**src/rtl/minv_flag_bank_if.sv**
```systemverilog
`default_nettype none
// ============================================================================
// Module   : minv_flag_bank_if
// Purpose  : Bundles the request side and the completion-queue side of the
//            minv flag bank into one port.
//            master : inversion controllers and readout stage. Drives wr_*,
//                     rot_*, done_* and out_ready.
//            slave  : minv_flag_bank. Drives flag_out, lock_out, out_valid,
//                     out_ch, out_flag, q_count and err.
// Revision : 1.0 - initial release
// ============================================================================
interface minv_flag_bank_if #(
  parameter int NCH    = 4,
  parameter int NREG   = 2,
  parameter int QDEPTH = 4
);
  localparam int CW = (NCH  > 1) ? $clog2(NCH)  : 1;
  localparam int FW = (NREG > 1) ? $clog2(NREG) : 1;
  localparam int QW = $clog2(QDEPTH) + 1;

  logic              wr_en;
  logic [CW-1:0]     wr_ch;
  logic [FW-1:0]     wr_data;
  logic              rot_en;
  logic [CW-1:0]     rot_ch;
  logic              done_en;
  logic [CW-1:0]     done_ch;
  logic [NCH*FW-1:0] flag_out;
  logic [NCH-1:0]    lock_out;
  logic              out_valid;
  logic              out_ready;
  logic [CW-1:0]     out_ch;
  logic [FW-1:0]     out_flag;
  logic [QW-1:0]     q_count;
  logic              err;

  modport master (
    output wr_en, wr_ch, wr_data, rot_en, rot_ch, done_en, done_ch, out_ready,
    input  flag_out, lock_out, out_valid, out_ch, out_flag, q_count, err
  );

  modport slave (
    input  wr_en, wr_ch, wr_data, rot_en, rot_ch, done_en, done_ch, out_ready,
    output flag_out, lock_out, out_valid, out_ch, out_flag, q_count, err
  );
endinterface
`default_nettype wire

```
**src/rtl/minv_flag_bank.sv**
```systemverilog
`default_nettype none
// ============================================================================
// Module   : minv_flag_bank
// Purpose  : Tracks, for NCH modular-inversion channels, which of NREG
//            working registers holds each channel's minv. Per-cycle load and
//            rotate updates are applied to unlocked channels. A completing
//            channel is locked and {channel, location} is queued for the
//            readout stage. Popping the entry releases the lock.
// Ports    : clk, rst   - clock and synchronous active-high reset
//            bus (slave)- wr_*/rot_*/done_* requests, out_valid/out_ready
//                         completion queue, flag_out, lock_out, q_count, err
// Revision : 1.0 - initial release
// ============================================================================
module minv_flag_bank #(
  parameter int NCH    = 4,
  parameter int NREG   = 2,
  parameter int QDEPTH = 4
) (
  input  logic           clk,
  input  logic           rst,
  minv_flag_bank_if.slave bus
);
  localparam int CW = (NCH  > 1) ? $clog2(NCH)  : 1;
  localparam int FW = (NREG > 1) ? $clog2(NREG) : 1;
  localparam int AW = $clog2(QDEPTH);
  localparam int QW = AW + 1;
  localparam logic [FW-1:0] FLAG_MAX = FW'(NREG - 1);
  localparam logic [FW:0]   NREG_V   = (FW + 1)'(NREG);
  localparam logic [QW-1:0] QFULL    = QW'(QDEPTH);

  logic [FW-1:0]  r_flag   [NCH];
  logic [NCH-1:0] r_lock;
  logic [CW-1:0]  r_q_ch   [QDEPTH];
  logic [FW-1:0]  r_q_flag [QDEPTH];
  logic [AW-1:0]  r_rd_ptr;
  logic [AW-1:0]  r_wr_ptr;
  logic [QW-1:0]  r_count;
  logic           r_err;

  logic           w_wr_ok;
  logic           w_rot_ok;
  logic           w_pop;
  logic           w_space;
  logic           w_push;
  logic           w_reject;
  logic [CW-1:0]  w_head_ch;
  logic [FW-1:0]  w_flag_nxt [NCH];
  logic [NCH-1:0] w_lock_nxt;

  // All acceptance decisions look at the registered lock, so a request to a
  // channel whose entry pops this cycle is still refused.
  assign w_head_ch = r_q_ch[r_rd_ptr];
  assign w_pop     = (r_count != '0) && bus.out_ready;
  assign w_wr_ok   = bus.wr_en && ({1'b0, bus.wr_data} < NREG_V) && !r_lock[bus.wr_ch];
  assign w_rot_ok  = bus.rot_en && !r_lock[bus.rot_ch];
  // A full queue still has room when the head leaves in the same cycle.
  assign w_space   = (r_count != QFULL) || w_pop;
  assign w_push    = bus.done_en && !r_lock[bus.done_ch] && w_space;
  assign w_reject  = (bus.wr_en && !w_wr_ok) || (bus.rot_en && !w_rot_ok) ||
                     (bus.done_en && !w_push);

  // Accepted load beats rotate on the same channel; a refused load does not
  // block a rotate that is itself legal.
  always_comb begin
    for (int i = 0; i < NCH; i++) begin
      w_flag_nxt[i] = r_flag[i];
      if (w_wr_ok && (bus.wr_ch == CW'(i))) begin
        w_flag_nxt[i] = bus.wr_data;
      end else if (w_rot_ok && (bus.rot_ch == CW'(i))) begin
        w_flag_nxt[i] = (r_flag[i] == FLAG_MAX) ? '0 : r_flag[i] + 1'b1;
      end
    end
  end

  // The pushed channel is unlocked and the head channel is locked, so the
  // set and clear never target the same bit.
  always_comb begin
    for (int i = 0; i < NCH; i++) begin
      w_lock_nxt[i] = r_lock[i];
      if (w_push && (bus.done_ch == CW'(i))) begin
        w_lock_nxt[i] = 1'b1;
      end else if (w_pop && (w_head_ch == CW'(i))) begin
        w_lock_nxt[i] = 1'b0;
      end
    end
  end

  always_ff @(posedge clk) begin
    if (rst) begin
      for (int i = 0; i < NCH; i++) begin
        r_flag[i] <= '0;
      end
      r_lock   <= '0;
      r_rd_ptr <= '0;
      r_wr_ptr <= '0;
      r_count  <= '0;
      r_err    <= 1'b0;
    end else begin
      r_flag <= w_flag_nxt;
      r_lock <= w_lock_nxt;
      r_err  <= w_reject;
      if (w_push) begin
        r_wr_ptr <= r_wr_ptr + 1'b1;
      end
      if (w_pop) begin
        r_rd_ptr <= r_rd_ptr + 1'b1;
      end
      case ({w_push, w_pop})
        2'b10:   r_count <= r_count + 1'b1;
        2'b01:   r_count <= r_count - 1'b1;
        default: r_count <= r_count;
      endcase
    end
  end

  // Entry storage needs no reset: it is only observed through out_valid.
  // The stored location includes any same-cycle load/rotate of the channel.
  always_ff @(posedge clk) begin
    if (!rst && w_push) begin
      r_q_ch[r_wr_ptr]   <= bus.done_ch;
      r_q_flag[r_wr_ptr] <= w_flag_nxt[bus.done_ch];
    end
  end

  for (genvar g = 0; g < NCH; g++) begin : g_flag_out
    assign bus.flag_out[g*FW +: FW] = r_flag[g];
  end

  assign bus.lock_out  = r_lock;
  assign bus.out_valid = (r_count != '0);
  assign bus.out_ch    = bus.out_valid ? w_head_ch : '0;
  assign bus.out_flag  = bus.out_valid ? r_q_flag[r_rd_ptr] : '0;
  assign bus.q_count   = r_count;
  assign bus.err       = r_err;
endmodule
`default_nettype wire

```
**src/flat_wrapper.sv**
```systemverilog
// flat-port wrapper written by rule: the top's interface ports become plain ports
module minv_flag_bank_flat 
#(
  parameter int NCH    = 4,
  parameter int NREG   = 2,
  parameter int QDEPTH = 4
)
  (clk, rst, bus_wr_en, bus_wr_ch, bus_wr_data, bus_rot_en, bus_rot_ch, bus_done_en, bus_done_ch, bus_out_ready, bus_flag_out, bus_lock_out, bus_out_valid, bus_out_ch, bus_out_flag, bus_q_count, bus_err);
  minv_flag_bank_if #(.NCH(NCH), .NREG(NREG), .QDEPTH(QDEPTH)) bus_i ();
  input  logic clk;
  input  logic rst;
  input wire logic [$bits(bus_i.wr_en)-1:0] bus_wr_en;
  input wire logic [$bits(bus_i.wr_ch)-1:0] bus_wr_ch;
  input wire logic [$bits(bus_i.wr_data)-1:0] bus_wr_data;
  input wire logic [$bits(bus_i.rot_en)-1:0] bus_rot_en;
  input wire logic [$bits(bus_i.rot_ch)-1:0] bus_rot_ch;
  input wire logic [$bits(bus_i.done_en)-1:0] bus_done_en;
  input wire logic [$bits(bus_i.done_ch)-1:0] bus_done_ch;
  input wire logic [$bits(bus_i.out_ready)-1:0] bus_out_ready;
  output wire logic [$bits(bus_i.flag_out)-1:0] bus_flag_out;
  output wire logic [$bits(bus_i.lock_out)-1:0] bus_lock_out;
  output wire logic [$bits(bus_i.out_valid)-1:0] bus_out_valid;
  output wire logic [$bits(bus_i.out_ch)-1:0] bus_out_ch;
  output wire logic [$bits(bus_i.out_flag)-1:0] bus_out_flag;
  output wire logic [$bits(bus_i.q_count)-1:0] bus_q_count;
  output wire logic [$bits(bus_i.err)-1:0] bus_err;
  assign bus_i.wr_en = bus_wr_en;
  assign bus_i.wr_ch = bus_wr_ch;
  assign bus_i.wr_data = bus_wr_data;
  assign bus_i.rot_en = bus_rot_en;
  assign bus_i.rot_ch = bus_rot_ch;
  assign bus_i.done_en = bus_done_en;
  assign bus_i.done_ch = bus_done_ch;
  assign bus_i.out_ready = bus_out_ready;
  assign bus_flag_out = bus_i.flag_out;
  assign bus_lock_out = bus_i.lock_out;
  assign bus_out_valid = bus_i.out_valid;
  assign bus_out_ch = bus_i.out_ch;
  assign bus_out_flag = bus_i.out_flag;
  assign bus_q_count = bus_i.q_count;
  assign bus_err = bus_i.err;
  minv_flag_bank #(.NCH(NCH), .NREG(NREG), .QDEPTH(QDEPTH)) u_core (.clk(clk), .rst(rst), .bus(bus_i));
endmodule
```
**config.mk**
```make
export PLATFORM = sky130hd
export DESIGN_NAME = minv_flag_bank_flat
export DESIGN_NICKNAME = d
export VERILOG_FILES = /design/src/rtl/minv_flag_bank_if.sv /design/src/rtl/minv_flag_bank.sv /design/src/flat_wrapper.sv
export SDC_FILE = /design/constraint.sdc
export NUM_CORES = 1
export LEC_CHECK = 0
export ABC_AREA = 1
export CAP_MARGIN = 5
export CORE_ASPECT_RATIO = 2
export CORE_UTILIZATION = 47
export CTS_CLUSTER_DIAMETER = 40
export DETAILED_ROUTE_END_ITERATION = 10
export PLACE_DENSITY = 0.75
export SYNTH_ARGS = -nofsm -noshare
export SYNTH_HDL_FRONTEND = slang
export SYNTH_SLANG_ARGS = --single-unit
```
**constraint.sdc**
```tcl
create_clock -name clk -period 1.65 [get_ports clk]
set_input_delay 0.165 -clock clk [delete_from_list [all_inputs] [get_ports clk]]
set_output_delay 0.165 -clock clk [all_outputs]
set_load 0.05 [all_outputs]
```
# Yosys cells after proc, flatten, opt, wreduce, memory -nomap -nowiden

Memories as Yosys holds them, arrays and structs flattened. A register that Yosys moved wholly into a read port is not among the register bits.
Index checks and enable logic that the tools add are counted.

RAM bits: 12
Flip-flop bits (word level): 16
Memories: 2
Word-level logic and storage cells: 125

Mux-type cells: 38
Reduce and logical (&&, ||, !) cells: 45
Magnitude comparators: 4
Bitwise logic cells: 1
Add/subtract/negate cells: 8
Eq/ne operators: 15

Memory list:

| memory          | words | bits a word | rd ports | clocked after memory_dff | wr ports | RTL line             | text |
|---|---|---|---|---|---|---|---|
| u_core.r_q_ch   | 4     | 2           | 1        | 1                        | 1        | minv_flag_bank.sv:33 | `logic [CW-1:0] r_q_ch [QDEPTH];` |
| u_core.r_q_flag | 4     | 1           | 1        | 1                        | 1        | minv_flag_bank.sv:34 | `logic [FW-1:0] r_q_flag [QDEPTH];` |

Operator list:

| kind                | number |
|---|---|
| $mux 1              | 28 |
| $logic_and 1x1->1   | 25 |
| $eq 2x2->1 const B  | 9 |
| $eq 2x1->1 const B  | 5 |
| $mux 2              | 5 |
| $reduce_bool 2->1   | 5 |
| $lt 2x3->1 const B  | 3 |
| $bmux 1 s2          | 4 |
| $logic_not 2->1     | 4 |
| $logic_not 1->1     | 7 |
| $pmux 3 s2          | 1 |
| $add 1x1->1 const B | 4 |
| $add 2x1->2 const B | 2 |
| $add 3x1->3 const B | 1 |
| $ge 3x3->1 const B  | 1 |
| $logic_or 1x1->1    | 3 |
| $ne 3x3->1 const B  | 1 |
| $not 2->3           | 1 |
| $reduce_bool 3->1   | 1 |
| $sub 3x1->3 const B | 1 |

# Depth between registers and ports, before layout

Gate-level depths: netlist of run 1.

Depth after elaboration: 10
Depth in mapped cells: 13

# Worst setup path after synthesis of run 1

OpenSTA, ideal clock, no wires.

Path kind: reg2reg
Start point: register u_core.r_count[2] (netlist: u_core.bus.q_count[2])
End point: register u_core.r_count[2] (netlist: u_core.bus.q_count[2])
Cell stages (with the launch flop): 12
Path buffers: 0
Arrival: 2.592 ns
Slack: -0.999 ns
Clock period less this slack: 2.649 ns
Cells stage by stage: dfxtp_1 inv_1 nand2_1 inv_1 nor2_2 ha_1 inv_1 fa_1 a21oi_1 o21ai_0 a21oi_1 o21a_1

Longest elaborated chain between the ends: 6

Ends and longest elaborated chain:

| item                                            | RTL line              | text |
|---|---|---|
| start: declaration                              | minv_flag_bank.sv:37  | `logic [QW-1:0] r_count;` |
| start signal: assignment                        | minv_flag_bank.sv:109 | `2'b10: r_count <= r_count + 1'b1;` |
| start signal: assignment                        | minv_flag_bank.sv:110 | `2'b01: r_count <= r_count - 1'b1;` |
| start signal: assignment                        | minv_flag_bank.sv:111 | `default: r_count <= r_count;` |
| $reduce_bool 3->1 *                             | n/a                   |  |
| named net bus_out_valid                         | flat_wrapper.sv:22    | `output wire logic [$bits(bus_i.out_valid)-1:0] bus_out_valid;` |
| $logic_and 1x1->1 *                             | minv_flag_bank.sv:53  | `assign w_pop = (r_count != '0) && bus.out_ready;` |
| named net u_core.w_pop                          | minv_flag_bank.sv:42  | `logic w_pop;` |
| $logic_or 1x1->1                                | minv_flag_bank.sv:57  | `assign w_space = (r_count != QFULL) \|\| w_pop;` |
| $logic_and 1x1->1                               | minv_flag_bank.sv:58  | `assign w_push = bus.done_en && !r_lock[bus.done_ch] && w_space;` |
| $eq 2x1->1 or $eq 2x2->1 (tied branches)        | minv_flag_bank.sv:108 | `case ({w_push, w_pop})` |
| $pmux 3 s2 or $reduce_bool 2->1 (tied branches) | n/a                   |  |

Mark *: on every way through the listed nets, which the timed path passes. The rest lies on a longest branch.
A chain may end at the register's enable or synchronous reset.

# Worst setup path after layout of run 1

Start point: register u_core.r_count[1] (netlist: u_core.bus.q_count[1])
End point: register u_core.r_count[2] (netlist: u_core.bus.q_count[2])

Longest elaborated chain between the ends: 6

Ends and longest elaborated chain:

| item                                            | RTL line |
|---|---|
| $reduce_bool 3->1                               | minv_flag_bank.sv:53 |
| $logic_and 1x1->1                               | minv_flag_bank.sv:53 |
| $logic_or 1x1->1                                | minv_flag_bank.sv:57 |
| $logic_and 1x1->1                               | minv_flag_bank.sv:58 |
| $eq 2x1->1 or $eq 2x2->1 (tied branches)        | minv_flag_bank.sv:108 |
| $pmux 3 s2 or $reduce_bool 2->1 (tied branches) | n/a |

Several ways; a longest one is shown, not always the timed one.

==> results_dict.tcl, run 1 <==
set metrics [dict create \
    path_cells "nor2_4 > nand3_4 > nand3_4 > ha_4 > inv_2 > fa_2 > a21oi_2 > o21ai_2 > a21oi_2 > o21a_1" \
    n_antenna_cell 0 \
    grt_pass1_vias 1702 \
    p_sw_frac 0.4289 \
    max_stage_delay_ns 0.35 \
    synth-seq-cells 30 \
    ff_latch_area_um2 740.7 \
    busiest_layer "met2" \
    cts-buffers-inserted 5 \
    cp_slowest_cell "dfxtp_4" \
    cts-root-buf "clkbuf_8" \
    fin_worst_skew_ns 0.009678 \
    finalInstanceArea_um2 2623 \
    netlist_area_um2 1684 \
    wl_per_cell_um 14.00 \
    dpl-instance-area_um2 2325 \
    switchingPower_mw 1.448 \
    p_per_area_nw_per_um2 1287 \
    clockBufferDepth 2 \
    ys_warn_count 0 \
    h-tree-depth 2 \
    die_h_um 86.66 \
    ant_nets 0 \
    hpwl_um 3408 \
    path_buf_inv 1 \
    first_pass_iters 4 \
    initial_utilization 0.4930 \
    dieArea_um2 3841 \
    cts.sinks 30 \
    slew_violations 0 \
    rsz0062_at_grt "yes" \
    failed_checks "setup timing" \
    leakage_nw 1.207 \
    syn_nets 243 \
    required_ns 1.88 \
    globalRouteMet2Util 0.5468 \
    nets 318 \
    final.setup.worst_slack_ns -0.1216 \
    final.min_clock_period_ns 1.772 \
    io_buffers 28 \
    synth_top_area_share 0.2140 \
    setup_viol 18 \
    die_w_um 44.33 \
    finalHoldViolCount 0 \
    place_congestion 0.7899 \
    grt-ovfl-total 0 \
    cp.arrival_ns 2.00 \
    vias 1738 \
    start_kind "flop" \
    path_max_fanout 2 \
    clkPwrFrac 0.169 \
    drc 0 \
    cp_top_family "adder cells" \
    r2r_setup_slack_ns -0.12 \
    vdd_drop_max_uv 1046 \
    hold_class "in2reg" \
    wl_um 4871 \
    areaGrowthSynthToFinish_pct 55.72 \
    netlist_top_cells_area "dfxtp_1, edfxtp_1, nand2_1" \
    endpoint_kind "flop" \
    fillers 238 \
    max_slew_margin 0.6716 \
    rows 30 \
    synth-seq-area-share 0.4279 \
    synth_area_per_cell_um2 7.518 \
    cts_tree "built" \
    grt_max_degree 18 \
    max_freq_ghz 0.5645 \
    status "finished, violations left" \
    grt_pass1_wl_um 7017 \
    yosysTopAreaCell "dfxtp_1" \
    pre_cts_slack_ns -0.6514 \
    p_seq_frac 0.292 \
    p_int_mw 1.927 \
    clkTransAtPathRegs_ns 0.07 \
    worst-setup-path-type "reg2reg" \
    whs_ns 0.1320 \
    postLayoutCoreUtil 0.7678 \
    grt_usage 0.2587 \
    drt_iter0_drc 47 \
    multi_input_area_um2 949.7 \
    pwr-share-comb 0.540 \
    core_um2 3416 \
    p_total_mw 3.375 \
    io_pins 29 \
    cap_violations 0 \
    worst_slew_pin_slew_ns 0.4911 \
    clk-insertion-delay-late_ns 0.29 \
    globalRouteMet3Util 0.04375 \
    syn_inst 224 \
    fin_crit_sh 1.074 \
    use_met1 0.2008 \
    antenna_found_initial 0 \
    drive_gt1_frac 0.4167 \
    synthDistinctLibCells 27 \
    vias_per_cell 4.994 \
]
==> worst paths after layout <==
| check | start | end | cells after the start |
|---|---|---|---|
| min | bus_done_ch[0] | u_core.r_q_ch[3][0] | 1 |
| max reg2reg | u_core.bus.q_count[1] | u_core.bus.q_count[2] | 10 |
| min reg2reg | u_core.bus.lock_out[3] | u_core.bus.lock_out[3] | 2 |
| max | u_core.bus.q_count[1] | u_core.bus.q_count[2] | 10 |
==> cell type report <==
type | count | share of cell area
sequential | 30 | 0.2824
clock inverter | 3 | 0.006202
timing repair buffer | 74 | 0.2395
clock buffer | 5 | 0.02624
tap | 48 | 0.02290
multi-input combinational | 147 | 0.3621
inverter | 41 | 0.06059
==> power groups by stage <==
stage | Clock, mW | Sequential, mW | Combinational, mW
2_1_floorplan | 0 | 1.15 | 0.781
3_3_place_gp | 0 | 0.981 | 1.59
3_5_place_dp | 0 | 0.985 | 1.62
4_1_cts | 0.577 | 0.972 | 1.69
5_1_grt | 0.611 | 0.995 | 1.94
6_report | 0.570 | 0.984 | 1.82
==> synth_stat cells <==
cell / instances
a211oi_1: 2
buf_1: 2
a21oi_1: 5
nor2_1: 23
nand4_1: 9
o21ai_1: 1
fa_1: 1
ha_1: 5
clkbuf_1: 2
o21ai_0: 5
buf_6: 1
dfxtp_1: 18
nand2_1: 49
nor3b_1: 3
nand3_1: 26
inv_2: 1
a31oi_1: 1
o21a_1: 2
edfxtp_1: 12
buf_2: 1
nand3_2: 1
nor2_2: 7
a21oi_2: 1
nand2_2: 1
inv_1: 40
o22ai_2: 4
or2_1: 1
==> cells by family (layout without fill, tap and decap cells) <==
logic type               after synthesis  count (layout)  share of synthesized area
AND/OR/NAND/NOR                      120             120                     0.3239
AO/OA/AOI/OAI                         21              21                    0.08914
flip-flops                            30              30                     0.4279
adder cells (fa/ha/maj)                6               6                    0.04903
buffers and inverters                 47             123                     0.1100
==> worst register-to-register path, cell delays in order (launching register included) <==
cell and delay [ns]:
dfxtp_4 0.35, nor2_4 0.16, nand3_4 0.10, nand3_4 0.11
ha_4 0.14, inv_2 0.04, fa_2 0.35, a21oi_2 0.14
o21ai_2 0.08, a21oi_2 0.13, o21a_1 0.12
==> timing repair <==
item / CTS / global route
pin swaps: 10 / 19
hold buffers: 0 / 0
gates resized for setup: 20 / 31
setup buffers: 4 / 5
setup endpoints to repair: 23 / 21
==> metal layers <==
| layer | vias up | routed length (um) |
|---|---|---|
| met5 | - | 0 |
| met4 | 0 | 151 |
| met3 | 12 | 105 |
| met2 | 35 | 3019 |
| met1 | 821 | 1594 |
| li1 | 870 | - |
==> cell usage in the layout (no fill, tap or decap), types with 9 or more instances in the layout <==
| cell type | count |
|---|---|
| nand2_1 | 43 |
| inv_1 | 33 |
| nor2_1 | 19 |
| dfxtp_1 | 10 |
| edfxtp_1 | 12 |
| buf_4 | 55 |
| nor2_4 | 9 |
| nand4_1 | 9 |
| nand3_1 | 19 |
==> state kept, by name (all words and copies together), names as in the netlist, named ones only <==
register,count
u_core.r_rd_ptr,2
u_core.bus.err,1
u_core.r_q_ch,8
u_core.r_wr_ptr,2
u_core.bus.flag_out,4
u_core.r_q_flag,4
u_core.bus.q_count,3
u_core.bus.lock_out,4
==> metrics by stage <==
stage | TNS (ns) | cells
after floorplan | -0.4907 | 224
after global placement | -11.17 | 332
after detailed placement | -12.72 | 332
after CTS | -0.08571 | 344
after global routing | -1.862 | 348
final | -1.062 | 348
No activity file was read; power rests on OpenSTA's default activity.
==> run 2: changes to the inputs <==
- SKIP_LAST_GASP: unset -> 1
==> results_dict.tcl, run 2 (synthesized netlist as in run 1, its figures left out) <==
set metrics [dict create \
    dp_cells 332 \
    drc 0 \
    n_antenna_cell 0 \
    crit_start "u_core.bus.q_count[1]" \
    vias_per_cell 4.963 \
    fin_worst_skew_ns 0.009669 \
    io_buffers 28 \
    max_freq_ghz 0.5652 \
    die_w_um 44.33 \
    place_congestion 0.7899 \
    status "finished, violations left" \
    clockBufferDepth 2 \
    required_ns 1.88 \
    drive_gt1_frac 0.4167 \
    finalHoldViolCount 0 \
    core_um2 3416 \
    clkTransAtPathRegs_ns 0.07 \
    die_h_um 86.66 \
    whs_ns 0.1376 \
    leakage_nw 1.207 \
    ctsHoldBuffers 0 \
    nets 318 \
    r2r_setup_slack_ns -0.12 \
    endpoint_kind "flop" \
    start_kind "flop" \
    r2r_end "u_core.bus.q_count[2]" \
    final.setup.worst_slack_ns -0.1193 \
    p_per_area_nw_per_um2 1289 \
    final_cell_mix "buf_4, nand2_1, inv_1" \
    failed_checks "setup timing" \
    grt_max_degree 18 \
    dieArea_um2 3841 \
    grt_pass1_vias 1702 \
    final.min_clock_period_ns 1.769 \
    cts.sinks 30 \
    wl_per_cell_um 14.05 \
    grt-ovfl-total 0 \
    postLayoutCoreUtil 0.7678 \
    hold_path.startpoint "bus_done_ch[0]" \
    path_max_fanout 2 \
    wl_um 4891 \
    initial_utilization 0.4930 \
    r2r-start "u_core.bus.q_count[1]" \
    fin_crit_sh 1.072 \
    cp.arrival_ns 2.00 \
    cap_violations 0 \
    io_pins 29 \
    layoutNonFillerInstCount 348 \
    drt_iter0_drc 67 \
    cts-buffers-inserted 5 \
    grt_usage 0.2587 \
    ant_nets 0 \
    max_slew_margin 0.6716 \
    worst_slew_pin_slew_ns 0.4911 \
    slew_violations 0 \
    cp-endpoint "u_core.bus.q_count[2]" \
    top_register "u_core.r_q_ch" \
    rows 30 \
    h-tree-depth 2 \
    ff2ff_path_depth 10 \
    layout_commonest_cell "buf_4" \
    worst-setup-path-type "reg2reg" \
    hold_class "in2reg" \
    vdd_drop_max_uv 1046 \
    largest_reg_flops 8 \
    areaGrowthSynthToFinish_pct 55.72 \
    hpwl_um 3408 \
    vias 1727 \
    setup_viol 15 \
    grt_pass1_wl_um 7017 \
    antenna_found_initial 0 \
    clk-insertion-delay-late_ns 0.29 \
    cts_tree "built" \
    rsz0062_at_grt "yes" \
    first_pass_iters 4 \
    cts-root-buf "clkbuf_8" \
    p_total_mw 3.379 \
]
## run 2: cell counts in the layout (fill, tap and decap cells not counted)
No cell type changed its count.
## run 2: layer usage
metal	vias up	routed length (um)	global-route usage
met3	12	108	0.04375
met5	-	0	0
li1	868	-	-
met2	41	3007	0.5468
met1	806	1624	0.2008
met4	0	151	0.1157
## run 2: cell type report
class	instances	area (um^2)
Timing Repair Buffer	74	628.1
Sequential cell	30	740.7
Fill cell	238	793.3
Clock inverter	3	16.27
Multi-Input combinational cell	147	949.7
Inverter	41	158.9
Clock buffer	5	68.82
Tap cell	48	60.06
## run 2: how the worst min path moves through the flow
| stage | to | cells after the start | slack, ns |
|---|---|---|---|
| 5_1_grt | u_core.r_q_ch[3][0] | 1 | 0.14 |
| 2_1_floorplan | u_core.r_q_ch[0][0] | 0 | 0.26 |
| 4_1_cts | u_core.r_q_ch[3][0] | 1 | 0.27 |
| 3_5_place_dp | u_core.bus.lock_out[3] | 2 | 0.53 |
| 6_report | u_core.r_q_ch[3][0] | 1 | 0.14 |
| 3_3_place_gp | u_core.bus.lock_out[2] | 2 | 0.52 |
## run 2: per-stage QoR
stage	TNS [ns]	instance area (um^2)	setup WS [ns]
after global placement	-11.17	2325	-0.5946
after CTS	-0.08571	2490	-0.07477
after global routing	-1.862	2623	-0.1916
after floorplan	-0.4907	1730	-0.3051
final	-0.9816	2623	-0.1193
after detailed placement	-12.72	2325	-0.6514
## run 2: power by group
| group | switching, mW | leakage (nW) | internal, mW |
|---|---|---|---|
| Combinational | 1.07 | 0.904 | 0.750 |
| Sequential | 0.0948 | 0.262 | 0.889 |
| Clock | 0.287 | 0.0416 | 0.288 |
## run 2: critical path, stage by stage (launching register included)
cell and delay [ns]:
dfxtp_4 0.35, nor2_4 0.16, nand3_4 0.10, nand3_4 0.11, ha_4 0.13, inv_2 0.04
fa_2 0.35, a21oi_2 0.14, o21ai_2 0.08, a21oi_2 0.13, o21a_1 0.12
## run 2: what timing repair did
item,in CTS,in global routing
buffers inserted,4,5
gates resized for setup,20,31
hold endpoints to repair,0,0
cloned,0,0
pin swaps,10,19
setup endpoints to repair,23,21
